File: src/rtl/ws2812_pkg.sv
// Shared WS2812 definitions: decoder FSM states, pixel geometry and the
// nanosecond timing targets both the receiver and the LED transmitter derive cycle counts from.
package ws2812_pkg;

    typedef enum logic [1:0] {
        S_SYNC = 2'd0,
        S_IDLE = 2'd1,
        S_HIGH = 2'd2,
        S_LOW  = 2'd3
    } ws_state_t;

    localparam int PIXEL_BITS  = 24;
    localparam int HIGH_CNT_W  = 13;
    localparam int PIX_CNT_W   = 7;
    localparam int PIX_IDX_W   = 6;

    localparam int DEF_CLK_HZ      = 100_000_000;
    localparam int DEF_NUM_PIXELS  = 64;
    localparam int T0_MIN_NS       = 200;
    localparam int T_SPLIT_NS      = 600;
    localparam int T_HIGH_MAX_NS   = 1200;
    localparam int RESET_NS        = 50_000;

    // 64-bit intermediate so the 50 us latch time at high clock rates cannot overflow.
    function automatic int ns_to_cycles(input int clk_hz, input int ns);
        longint prod;
        prod = longint'(clk_hz) * longint'(ns);
        return int'(prod / 64'd1_000_000_000);
    endfunction

endpackage

File: src/rtl/ws2812_rx_sync2.sv
// Two-flop synchronizer bringing the asynchronous data line into the clk domain.
module sync2 (
    input  logic clk,
    input  logic rst,
    input  logic d,
    output logic q
);

    logic meta_reg;
    logic sync_reg;

    always_ff @(posedge clk or negedge rst) begin
        if (!rst) begin
            meta_reg <= 1'b0;
            sync_reg <= 1'b0;
        end else begin
            meta_reg <= d;
            sync_reg <= meta_reg;
        end
    end

    assign q = sync_reg;

endmodule

File: src/rtl/ws2812_rx.sv
// WS2812 one-wire stream decoder: measures high times to recover bits, assembles
// 24-bit GRB pixels and reports frame latches on a long low period.
module ws2812_rx
    import ws2812_pkg::*;
#(
    parameter int CLK_HZ       = DEF_CLK_HZ,
    parameter int T0_MIN       = ns_to_cycles(CLK_HZ, T0_MIN_NS),
    parameter int T_SPLIT      = ns_to_cycles(CLK_HZ, T_SPLIT_NS),
    parameter int T_HIGH_MAX   = ns_to_cycles(CLK_HZ, T_HIGH_MAX_NS),
    parameter int RESET_CYCLES = ns_to_cycles(CLK_HZ, RESET_NS),
    parameter int NUM_PIXELS   = DEF_NUM_PIXELS
) (
    input  logic                    clk,
    input  logic                    rst,
    input  logic                    din,
    output logic [PIXEL_BITS-1:0]   pixel_data,
    output logic                    pixel_valid,
    output logic [PIX_IDX_W-1:0]    pixel_idx,
    output logic                    frame_done,
    output logic [PIX_CNT_W-1:0]    frame_pixels,
    output logic                    err
);

    localparam int LOW_W = $clog2(RESET_CYCLES + 1);

    logic din_s;
    logic din_q;

    ws_state_t state_reg, state_next;

    logic [LOW_W-1:0]      low_cnt_reg;
    logic [HIGH_CNT_W-1:0] high_cnt_reg;
    logic [PIXEL_BITS-1:0] shift_reg;
    logic [4:0]            bit_cnt_reg;
    logic                  pix_pend_reg;
    logic [PIX_CNT_W-1:0]  pixel_cnt_reg;
    logic                  frame_err_reg;

    logic [PIXEL_BITS-1:0] pixel_data_reg;
    logic                  pixel_valid_reg;
    logic [PIX_IDX_W-1:0]  pixel_idx_reg;
    logic                  frame_done_reg;
    logic [PIX_CNT_W-1:0]  frame_pixels_reg;
    logic                  err_reg;

    logic rise;
    logic low_full;
    logic sync_done;
    logic start_high;
    logic long_err;
    logic glitch;
    logic shift_en;
    logic bit_val;
    logic latch;
    logic drop;

    sync2 u_sync2 (
        .clk (clk),
        .rst (rst),
        .d   (din),
        .q   (din_s)
    );

    always_ff @(posedge clk or negedge rst) begin
        if (!rst) begin
            din_q     <= 1'b0;
            state_reg <= S_SYNC;
        end else begin
            din_q     <= din_s;
            state_reg <= state_next;
        end
    end

    assign rise     = din_s & ~din_q;
    assign low_full = (low_cnt_reg == LOW_W'(RESET_CYCLES - 1));

    always_comb begin
        state_next = state_reg;
        case (state_reg)
            S_SYNC: if (!din_s && low_full) state_next = S_IDLE;
            S_IDLE: if (rise) state_next = S_HIGH;
            S_HIGH: begin
                if (din_s) begin
                    if (high_cnt_reg > HIGH_CNT_W'(T_HIGH_MAX)) state_next = S_SYNC;
                end else if (high_cnt_reg < HIGH_CNT_W'(T0_MIN)) begin
                    state_next = S_SYNC;
                end else begin
                    state_next = S_LOW;
                end
            end
            S_LOW: begin
                // A rise on the latch cycle still starts the next frame's first bit.
                if (rise)          state_next = S_HIGH;
                else if (low_full) state_next = S_IDLE;
            end
            default: state_next = S_SYNC;
        endcase
    end

    always_comb begin
        sync_done  = (state_reg == S_SYNC) && !din_s && low_full;
        start_high = ((state_reg == S_IDLE) || (state_reg == S_LOW)) && rise;
        long_err   = (state_reg == S_HIGH) && din_s && (high_cnt_reg > HIGH_CNT_W'(T_HIGH_MAX));
        glitch     = (state_reg == S_HIGH) && !din_s && (high_cnt_reg < HIGH_CNT_W'(T0_MIN));
        shift_en   = (state_reg == S_HIGH) && !din_s && !glitch;
        bit_val    = (high_cnt_reg >= HIGH_CNT_W'(T_SPLIT));
        latch      = (state_reg == S_LOW) && low_full;
        drop       = glitch || long_err;
    end

    always_ff @(posedge clk or negedge rst) begin
        if (!rst) begin
            low_cnt_reg      <= '0;
            high_cnt_reg     <= '0;
            shift_reg        <= '0;
            bit_cnt_reg      <= '0;
            pix_pend_reg     <= 1'b0;
            pixel_cnt_reg    <= '0;
            frame_err_reg    <= 1'b0;
            pixel_data_reg   <= '0;
            pixel_valid_reg  <= 1'b0;
            pixel_idx_reg    <= '0;
            frame_done_reg   <= 1'b0;
            frame_pixels_reg <= '0;
            err_reg          <= 1'b0;
        end else begin
            pixel_valid_reg <= 1'b0;
            frame_done_reg  <= 1'b0;

            if (state_reg == S_SYNC)
                low_cnt_reg <= (din_s || sync_done) ? '0 : low_cnt_reg + LOW_W'(1);
            else if (state_reg == S_LOW)
                low_cnt_reg <= latch ? '0 : low_cnt_reg + LOW_W'(1);
            else
                low_cnt_reg <= '0;

            if (start_high)
                high_cnt_reg <= '0;
            else if ((state_reg == S_HIGH) && din_s && (high_cnt_reg != '1))
                high_cnt_reg <= high_cnt_reg + HIGH_CNT_W'(1);

            if (drop) begin
                // The frame is abandoned; decoding restarts after a fresh sync low.
                shift_reg     <= '0;
                bit_cnt_reg   <= '0;
                pix_pend_reg  <= 1'b0;
                pixel_cnt_reg <= '0;
                err_reg       <= 1'b1;
            end else begin
                if (shift_en) begin
                    shift_reg    <= {shift_reg[PIXEL_BITS-2:0], bit_val};
                    bit_cnt_reg  <= bit_cnt_reg + 5'd1;
                    pix_pend_reg <= (bit_cnt_reg == 5'(PIXEL_BITS - 1));
                end

                if (pix_pend_reg) begin
                    pix_pend_reg <= 1'b0;
                    bit_cnt_reg  <= '0;
                    if (pixel_cnt_reg == PIX_CNT_W'(NUM_PIXELS)) begin
                        err_reg       <= 1'b1;
                        frame_err_reg <= 1'b1;
                    end else begin
                        pixel_data_reg  <= shift_reg;
                        pixel_valid_reg <= 1'b1;
                        pixel_idx_reg   <= pixel_cnt_reg[PIX_IDX_W-1:0];
                        pixel_cnt_reg   <= pixel_cnt_reg + PIX_CNT_W'(1);
                    end
                end

                if (latch) begin
                    frame_done_reg   <= 1'b1;
                    frame_pixels_reg <= pixel_cnt_reg;
                    pixel_cnt_reg    <= '0;
                    bit_cnt_reg      <= '0;
                    shift_reg        <= '0;
                    err_reg          <= frame_err_reg || (bit_cnt_reg != '0);
                    frame_err_reg    <= 1'b0;
                end

                if (sync_done) begin
                    frame_err_reg <= 1'b0;
                    pixel_cnt_reg <= '0;
                    bit_cnt_reg   <= '0;
                end
            end
        end
    end

    assign pixel_data   = pixel_data_reg;
    assign pixel_valid  = pixel_valid_reg;
    assign pixel_idx    = pixel_idx_reg;
    assign frame_done   = frame_done_reg;
    assign frame_pixels = frame_pixels_reg;
    assign err          = err_reg;

endmodule

File: config.mk
export PLATFORM = sky130hd
export DESIGN_NAME = ws2812_rx
export DESIGN_NICKNAME = d
export VERILOG_FILES = /design/src/rtl/ws2812_pkg.sv /design/src/rtl/ws2812_rx_sync2.sv /design/src/rtl/ws2812_rx.sv
export SDC_FILE = /design/constraint.sdc
export NUM_CORES = 1
export LEC_CHECK = 0
export ABC_AREA = 1
export CAP_MARGIN = 20
export CORE_MARGIN = 1.5
export CORE_UTILIZATION = 50
export CTS_BUF_LIST = sky130_fd_sc_hd__clkbuf_4 sky130_fd_sc_hd__clkbuf_8
export DETAILED_ROUTE_END_ITERATION = 16
export PLACE_DENSITY_LB_ADDON = 0.05
export SYNTH_ARGS = -nofsm -noshare
export SYNTH_HDL_FRONTEND = slang
export SYNTH_SLANG_ARGS = --single-unit
File: constraint.sdc
create_clock -name clk -period 2.1 [get_ports clk]
set_input_delay 0.315 -clock clk [delete_from_list [all_inputs] [get_ports clk]]
set_output_delay 0.315 -clock clk [all_outputs]
set_load 0.05 [all_outputs]
==> results of run 1 <==
-- layout by cell type (no fill, tap or decap), types with 2 or more instances in the layout --
cell type and count:
ha_1 7, dfrtp_1 109, or2_2 2, xor2_1 12, o21ai_2 2, o21ai_0 35, nand2_8 3, buf_12 3
nand3_2 2, nor3_1 15, nand2_2 6, clkdlybuf4s50_1 41, o21a_1 2, nand2_1 149, o21ai_1 36, nor2_2 4
nor2_4 2, a21oi_1 5, inv_2 5, inv_8 2, clkbuf_8 9, clkinvlp_4 2, nand4_1 8, bufinv_16 2
nor2_1 70, nand3_1 47, buf_4 8, inv_1 71
-- power by group --
part | internal, mW | switching (mW) | leakage [nW] | total [mW]
logic | 0.0197 | 0.0536 | 1.13 | 0.0733
registers | 2.11 | 0.00607 | 1.51 | 2.11
clock network | 0.703 | 0.769 | 0.117 | 1.47
-- routing by layer --
| metal | GRT usage | wire length [µm] |
|---|---|---|
| met4 | 0.0450 | 82 |
| met1 | 0.262 | 4960 |
| met5 | 0 | 0 |
| met3 | 0.0424 | 346 |
| met2 | 0.316 | 4730 |
-- worst paths after layout --
check | start | to | slack (ns) | cells past startpoint
max reg2reg | pixel_cnt_reg[0] | pixel_data[3] | 0.23 | 9
min in group asynchronous | rst | pixel_data[15] | 0.44 | 2
max in group asynchronous | rst | pixel_idx[1] | 1.08 | 3
max | pixel_data[3] | pixel_data[3] | 0.22 | 1
min | u_sync2.meta_reg | u_sync2.q | 0.37 | 0
min reg2reg | u_sync2.meta_reg | u_sync2.q | 0.37 | 0
-- area by class of cell --
class	instances	area, µm²
clock inverter	7	115
sequential	109	2730
fill	909	3880
tap	133	166
timing repair buffer	53	541
clock buffer	9	124
multi-input combinational	416	2060
inverter	78	299
-- cells by family (layout without fill, tap and decap cells) --
group           after synthesis  in the layout
simple gates                311            312
flops                       109            109
buf+inv                      93            147
compound gates               84             84
xor+xnor                     13             13
fa+ha+maj                     7              7
-- what timing repair did --
item,in CTS,in global routing
hold endpoints to repair,34,0
gates resized for setup,0,3
hold buffers,1,0
setup buffers,0,1
setup endpoints to repair,0,30
==> out/results.tsv, run 1 <==
stage	metric	value	unit
synth	synth_ff_type	dfrtp_1	
finish	nNetsFinal	677	
worst_setup_path	cp.buffers_inverters	1	
sta	tightest_slew	0.512	ns
sta	relSlewSlack	0.657	
synth	synth_top_family_by_area	simple AND/OR/NAND/NOR gates	
clock_network	clock-sinks	109	
global_route	gr-total-overflow	0	
placement	dpl_cell_area	5730	µm²
synth	ys_ff_latch	109	
synth	synthArstFlopShare	1.00	
placement	dp_worst_setup_slack	0.189	ns
sta	whs	0.365	ns
drt	routedWlPerCell	12.6	µm
synth	synthAdderAreaFrac	0.0169	
sta	rsz0062_at_grt	false	
drt	num_vias	4064	
power	vdd.ir_drop.worst	0.490	mV
synth	synth_area_per_cell	8.41	µm²
floorplanning	core	9910	µm²
placement	placedCellCount	786	
finish	antenna_cells	0	
synth	synth_mux_area_frac	0	
worst_setup_path	critPathKind	register to output port	
synth	synthSimpleGateAreaFrac	0.267	
worst_setup_path	cp-start-kind	register	
synth	netlist_area	5190	µm²
floorplanning	start_util	0.523	
drt	wirelength	10100	µm
worst_setup_path	required	1.78	ns
sta	hold_viol	0	
power	p_leak	2.76	nW
clock_network	cts-root-buf	clkbuf_8	
placement	gp_congestion	0.874	
worst_setup_path	slowest_delay	0.81	ns
power	p_per_area	606	nW/µm²
clock_network	insertion_delay	0.37	ns
floorplanning	rows	36	
finish	drive_above_1_share	0.0863	
synth	synth_commonest_cells	nand2_1 (150), dfrtp_1 (109), inv_1 (72)	
clock_network	clk_path_buf_depth	2	
sta	finalSetupViolations	0	
synth	syn-instance-count	617	
status	status	finished, final reports clean	
drt	first_iter_violations	152	
synth	synthDistinctLibCells	36	
global_route	grt_pass1_vias	3775	
synth	synth_nets	627	
worst_setup_path	slowest_stage	clkdlybuf4s50_1	
worst_setup_path	worstSetupEndpointType	output port	
finish	design_area	6030	µm²
global_route	grt_use_total	0.193	
global_route	antenna_found_initial	0	
sta	drv_slew	0	
sta	fin_ws	0.219	ns
synth	synth_warnings	0	
synth	seq_area_frac_synth	0.526	
clock_network	cts_tree	yes	
floorplanning	die_h	105	µm
power	p_total	3.66	mW
sta	finClkSkew	0.0178	ns
floorplanning	die_area	11000	µm²
worst_setup_path	crit_chain	clkdlybuf4s50_1	
synth	synth_top_area_cell	dfrtp_1	
placement	io_buffers	42	
clock_network	clk_transition_reported_paths	0.11	ns
finish	syn2layout_area_growth	16.2	%
clock_network	htree_num_levels	3	
drt	first_pass_iters	4	
synth	synthTopCellsByArea	dfrtp_1 (53%), nand2_1 (11%), inv_1 (5.2%)	
synth	synth-xor-area-share	0.0219	
sta	period_minus_slack	1.88	ns
sta	fin_setup_tns	0	ns
worst_setup_path	cp.arrival	1.57	ns
floorplanning	ioPinCount	43	
synth	yosysMostFrequentCell	nand2_1	
drt	ant_nets	0	
sta	max_freq	532	MHz
synth	synth_compound_area_frac	0.0868	
floorplanning	fp.dieW	105	µm
finish	final_util	0.608	
sta	post-route-period-util	0.896	
placement	dp_hpwl	7070	µm
global_route	grt_first_pass_wirelength	17300	µm
min_path	hold_class	register to register	
synth	synth_edf_count	0	
synth	yosysTopAreaCellShare	0.526	
worst_setup_path	critPathTopFamily	buffers and inverters	
global_route	grt_max_degree	61	
worst_setup_path	cp_max_fo	2	
drt	drc	0	
run	drv_cap	0	
drt	viasPerCell	5.05	
finish	stdcell_count	805	
clock_network	cts_made_buffers	9	
(Power assumes the default switching activity.)
==> inputs of run 2 (changes only) <==
- SLEW_MARGIN: not set -> 20
==> results of run 2 <==
Same layout as run 1: the final DEF is identical, and so are final timing and power.
==> inputs of run 3 (changes only) <==
- PLACE_DENSITY_LB_ADDON: 0.05 -> 0.12
- clock period: 2.1 -> 2.2 ns (I/O delays scaled with it)
==> run 3 against run 2 <==
  * Wire length decreased by 4.1%
  * Via count decreased by 1.3%
  * Sequential share of layout area increased by 0.78 points
  * Sequential power decreased by 4%
  * Register-to-register slack improved by 0.03 ns
  * Core utilization decreased by 1.0 points
==> out/results.tsv, run 3 (synthesized netlist as in run 1, its figures left out) <==
stage	metric	value	unit	change
sta	whs	0.357	ns	was 0.365 ns
sta	drv_slew	0		unchanged
drt	ant_nets	0		unchanged
placement	gp_congestion	0.932		was 0.874
power	p_leak	2.73	nW	was 2.76 nW
drt	num_vias	4013		was 4064
sta	max_freq	515	MHz	
worst_setup_path	ff2ff_path_depth	9		unchanged
clock_network	cts_tree	yes		unchanged
floorplanning	rows	36		unchanged
power	p_per_area	558	nW/µm²	was 606 nW/µm²
finish	syn2layout_area_growth	14.3	%	was 16.2%
status	status	finished, final reports clean		unchanged
drt	drc	0		unchanged
finish	final_cell_mix	nand2_1 (149), dfrtp_1 (109), inv_1 (72)		was nand2_1 (149), dfrtp_1 (109), inv_1 (71)
clock_network	post-cts-setup-buffers	0		unchanged
power	vdd.ir_drop.worst	0.327	mV	was 0.490 mV
global_route	grt_use_total	0.190		was 0.193
drt	viasPerCell	5.02		was 5.05
finish	nNetsFinal	672		was 677
global_route	grt_first_pass_wirelength	17200	µm	was 17300 µm
run	drv_cap	0		unchanged
worst_setup_path	cp.arrival	2.25	ns	was 1.57 ns
sta	rsz0062_at_grt	false		unchanged
drt	wirelength	9710	µm	was 10100 µm
floorplanning	core	9910	µm²	unchanged
clock_network	clk_transition_reported_paths	0.12	ns	was 0.11 ns
global_route	grt_pass1_vias	3820		was 3775
clock_network	htree_num_levels	3		unchanged
placement	dp_hpwl	6890	µm	was 7070 µm
sta	finClkSkew	0.0232	ns	was 0.0178 ns
sta	relSlewSlack	0.655		was 0.657
global_route	antenna_found_initial	0		unchanged
finish	final_common_cell	nand2_1		unchanged
sta	tightest_slew	0.516	ns	was 0.512 ns
clock_network	cts_made_buffers	9		unchanged
floorplanning	die_area	11000	µm²	unchanged
floorplanning	fp.dieW	105	µm	unchanged
clock_network	cts-root-buf	clkbuf_8		unchanged
sta	period_minus_slack	1.94	ns	
clock_network	insertion_delay	0.39	ns	was 0.37 ns
finish	antenna_cells	0		unchanged
worst_setup_path	reg2reg_to	high_cnt_reg[6]		was pixel_data[3]
drt	routedWlPerCell	12.1	µm	was 12.6 µm
finish	drive_above_1_share	0.0780		was 0.0863
worst_setup_path	cp_max_fo	11		was 2
clock_network	clock-sinks	109		unchanged
worst_setup_path	cp-start-kind	register		unchanged
floorplanning	die_h	105	µm	unchanged
sta	post-route-period-util	0.883		
floorplanning	start_util	0.523		unchanged
sta	finalSetupViolations	0		unchanged
worst_setup_path	r2r-start	high_cnt_reg[0]		was pixel_cnt_reg[0]
min_path	hold_class	input port to async pin		was register to register
sta	fin_setup_tns	0	ns	unchanged
drt	first_pass_iters	4		unchanged
clock_network	clk_path_buf_depth	2		unchanged
global_route	grt_max_degree	61		unchanged
placement	io_buffers	42		unchanged
sta	hold_viol	0		unchanged
worst_setup_path	cp-startpoint	high_cnt_reg[0]		was pixel_data[3]
worst_setup_path	critPathKind	register to register		was register to output port
floorplanning	ioPinCount	43		unchanged
global_route	gr-total-overflow	0		unchanged
worst_setup_path	required	2.51	ns	was 1.78 ns
worst_setup_path	rrSetupSlack	0.26	ns	was 0.23 ns
worst_setup_path	worstSetupEndpointType	register		was output port
drt	first_iter_violations	198		was 152
## run 3: critical path: stages (launching register included)
cell,delay (ns)
dfrtp_1,0.41
ha_1,0.30
nand3_1,0.15
nor2_1,0.18
nand3_1,0.12
nand2_1,0.07
nand2_1,0.19
inv_2,0.25
nand2_1,0.09
o21ai_1,0.09
## run 3: metal layers
| layer | GRT usage | part of all wire |
|---|---|---|
| met4 | 0.0753 | 0.012 |
| met2 | 0.310 | 0.47 |
| met3 | 0.0312 | 0.036 |
| met5 | 0 | 0 |
| met1 | 0.253 | 0.48 |
## run 3: worst max-delay path by stage
stage                      end  slack, ns
6_report       high_cnt_reg[6]       0.26
5_1_grt        high_cnt_reg[6]       0.05
4_1_cts         pixel_data[23]       0.21
3_5_place_dp    pixel_data[23]       0.23
3_3_place_gp    pixel_data[23]       0.28
2_1_floorplan   pixel_data[21]       0.63
## run 3: area by class of cell
| cell class | count | area, µm² |
|---|---|---|
| fillers | 922 | 3980 |
| flip-flops and latches | 109 | 2730 |
| clock inverters | 7 | 91.3 |
| multi-input cells | 415 | 2040 |
| well taps | 133 | 166 |
| clock buffers | 9 | 124 |
| inverters | 78 | 295 |
| repair buffers | 49 | 485 |
## run 3: stage by stage
step | cell area (µm²) | instances | setup WS (ns) | total power, mW | util
6_report | 5930 | 800 | 0.257 | 3.31 | 0.598
5_1_grt | 5930 | 800 | 0.0543 | 3.45 | 0.598
4_1_cts | 5920 | 800 | 0.206 | 3.35 | 0.598
3_5_place_dp | 5700 | 783 | 0.233 | 2.12 | 0.575
3_3_place_gp | 5700 | 783 | 0.284 | 2.12 | 0.575
2_1_floorplan | 5190 | 617 | 0.635 | 2.07 | -
## run 3: repair_timing
| action | CTS | global route |
|---|---|---|
| endpoints found under the hold margin | 22 | 0 |
| hold buffers | 1 | 0 |
| setup endpoints to repair | 0 | 3 |
| gates resized for setup | 0 | 1 |
## run 3: report_power, final
part / switching, mW / total [mW] / leakage (nW) / internal (mW)
Sequential: 0.00564 / 2.02 / 1.51 / 2.01
Combinational: 0.0497 / 0.0637 / 1.11 / 0.0140
Clock: 0.768 / 1.23 / 0.105 / 0.460
Total: 0.824 / 3.31 / 2.73 / 2.48
==> RTL edit, RTL diff (settings of run 3) <==
Encoding of `ws_state_t`: now one-hot (4 bits for 4 states).
--- a/src/rtl/ws2812_pkg.sv
+++ b/src/rtl/ws2812_pkg.sv
@@ -2,11 +2,11 @@
 // nanosecond timing targets both the receiver and the LED transmitter derive cycle counts from.
 package ws2812_pkg;
 
-    typedef enum logic [1:0] {
-        S_SYNC = 2'd0,
-        S_IDLE = 2'd1,
-        S_HIGH = 2'd2,
-        S_LOW  = 2'd3
+    typedef enum logic [3:0] {
+        S_SYNC = 4'b0001,
+        S_IDLE = 4'b0010,
+        S_HIGH = 4'b0100,
+        S_LOW  = 4'b1000
     } ws_state_t;
 
     localparam int PIXEL_BITS  = 24;
Function: same outputs for any inputs over 10 cycles, from zero or initial values and one cycle with rst low; not proved beyond that.
==> RTL edit against run 3 <==
Design area rose by 2.6%. Worst setup slack worse by 0.012 ns. Sequential cell count up 2. Routed wire length grew 10%. Sequential share of layout area decreased by 0.33 points. Highest routed layer unchanged. Total power up 0.76%. Area after synthesis is 2.6% higher.
==> RTL edit: results (changes against run 3) <==
Status:
- The run finished with clean final reports.

Placement:
- The routability congestion estimate from global placement is 0.896 (-3.9%).
- The total half-perimeter wirelength after legalization and detailed placement is 7490 um (+8.7%).
- The placement-stage worst setup slack came to 0.189 ns (-0.0433 ns).
- The instance count after placement with tap cells included is 804 (+2.7%).

Yosys:
- The fraction of synthesized area in multiplexers is 0 (unchanged).
- The arithmetic-cell share of the synthesized area counting full adders, half adders and majority gates came to 0.0165 (-0.000425).
- The synthesized netlist cell count is 634 (+2.8%).
- The warning count from the yosys run was 0 (unchanged).
- The distinct cell type count of the synthesized netlist is 35 (-2.8%).
- By count the netlist is led by nand2_1 (178), dfrtp_1 (110), inv_1 (71), nor2_1 (62), nand3_1 (45).
- The sequential fraction of the synthesis area is 0.522 (-0.00359).
- Sorting the synthesized cells by area gives the leading types as dfrtp_1 (52%), nand2_1 (13%), inv_1 (5.0%).
- The parity-gate share of the synthesized area counting xor and xnor cells is 0.0313 (+0.00932).
- The area fraction in compound gates after synthesis is 0.0825 (-0.00430).

Cells and area:
- The number of nets in the layout is 691 (+2.8%).
- The share of layout cells above drive strength 1 is 0.0905 (+0.0125).

Clocking:
- The clock latency on the worst-skew pair is 0.37 ns (-0.02 ns).
- The post-CTS setup buffer count is 0 (unchanged).
- The clock transition at the register clock pins on the worst setup and hold paths after CTS is 0.10 ns (-0.02 ns).

Global route:
- The met3 routing resource usage after global routing was 0.0392 (+0.00805).
- The number of global-route vias before repair is 3921 (+2.6%).
- The first-pass GRT wire length is 18400 um (+7.1%).
- The largest net degree at the start of global routing is 40 (-34%).
- The met2 usage in global routing was 0.326 (+0.0167).
- The overall routing resource usage is 0.204 (+0.0146).

Detailed routing:
- The routed wirelength normalized by instance count is 13.0 um (+7.4%).
- The vias after detailed routing is 4080 (+1.7%).
- The iteration count of the initial detailed-routing pass is 4 (unchanged).
- The detailed-route vias per instance is 4.97 (-0.93%).
- The number of DRC markers after the initial detailed-route iteration was 188 (-5.1%).

Pwr:
- The maximum vdd drop was 452 uV (+38%).
- The static leakage power is 2.84 nW (+4.1%).

Worst setup path:
- The arrival time at the worst endpoint is 2.23 ns (-0.02 ns).
- The maximum net fanout on the critical path is 12 (+1).
- The endpoint of the worst-slack reg-to-reg timing path is pixel_data[21].
- The number of cells on the worst reg-to-reg path came to 10 (+1).
- The first element of the critical path is pixel_cnt_reg[0].

Hold path:
- The class of the worst hold path is reg -> reg.

Timing:
- The worst-case clock skew is 0.0121 ns (-0.0112 ns).
- The transition time of the tightest slew-check pin is 0.545 ns (+0.0288 ns).
- The worst hold slack across all endpoints was 0.360 ns (+0.00352 ns).
- The ratio of final minimum period to clock period is 0.888 (+0.00523).
==> RTL edit: worst register-to-register path, delay by kind of cell, from the launching register on <==
kind | cells | cell delay [ns]
DFF | 1 | 0.42
adders and majority gates | 1 | 0.15
and+or+nand+nor | 6 | 0.80
buffers and inverters | 3 | 0.49
==> RTL edit: where the power goes <==
group	switching (mW)	internal, mW	leakage (nW)
sequential	0.00570	2.05	1.54
combinational	0.0536	0.0151	1.21
clock	0.685	0.527	0.0921
==> RTL edit: layout make-up <==
cell class	instances	area [um^2]
Fill cell	909	4240
Sequential cell	111	2780
Multi-Input combinational cell	432	2130
Timing Repair Buffer	52	520
Inverter	74	284
Tap cell	136	170
Clock buffer	9	124
Clock inverter	6	67.6
Timing Repair inverter	1	7.51
==> RTL edit: per-layer routing <==
metal / vias to the layer above / wire length (um)
met5: - / 0
met4: 0 / 99
met3: 8 / 338
met2: 68 / 4940
met1: 1913 / 5310
li1: 2091 / -
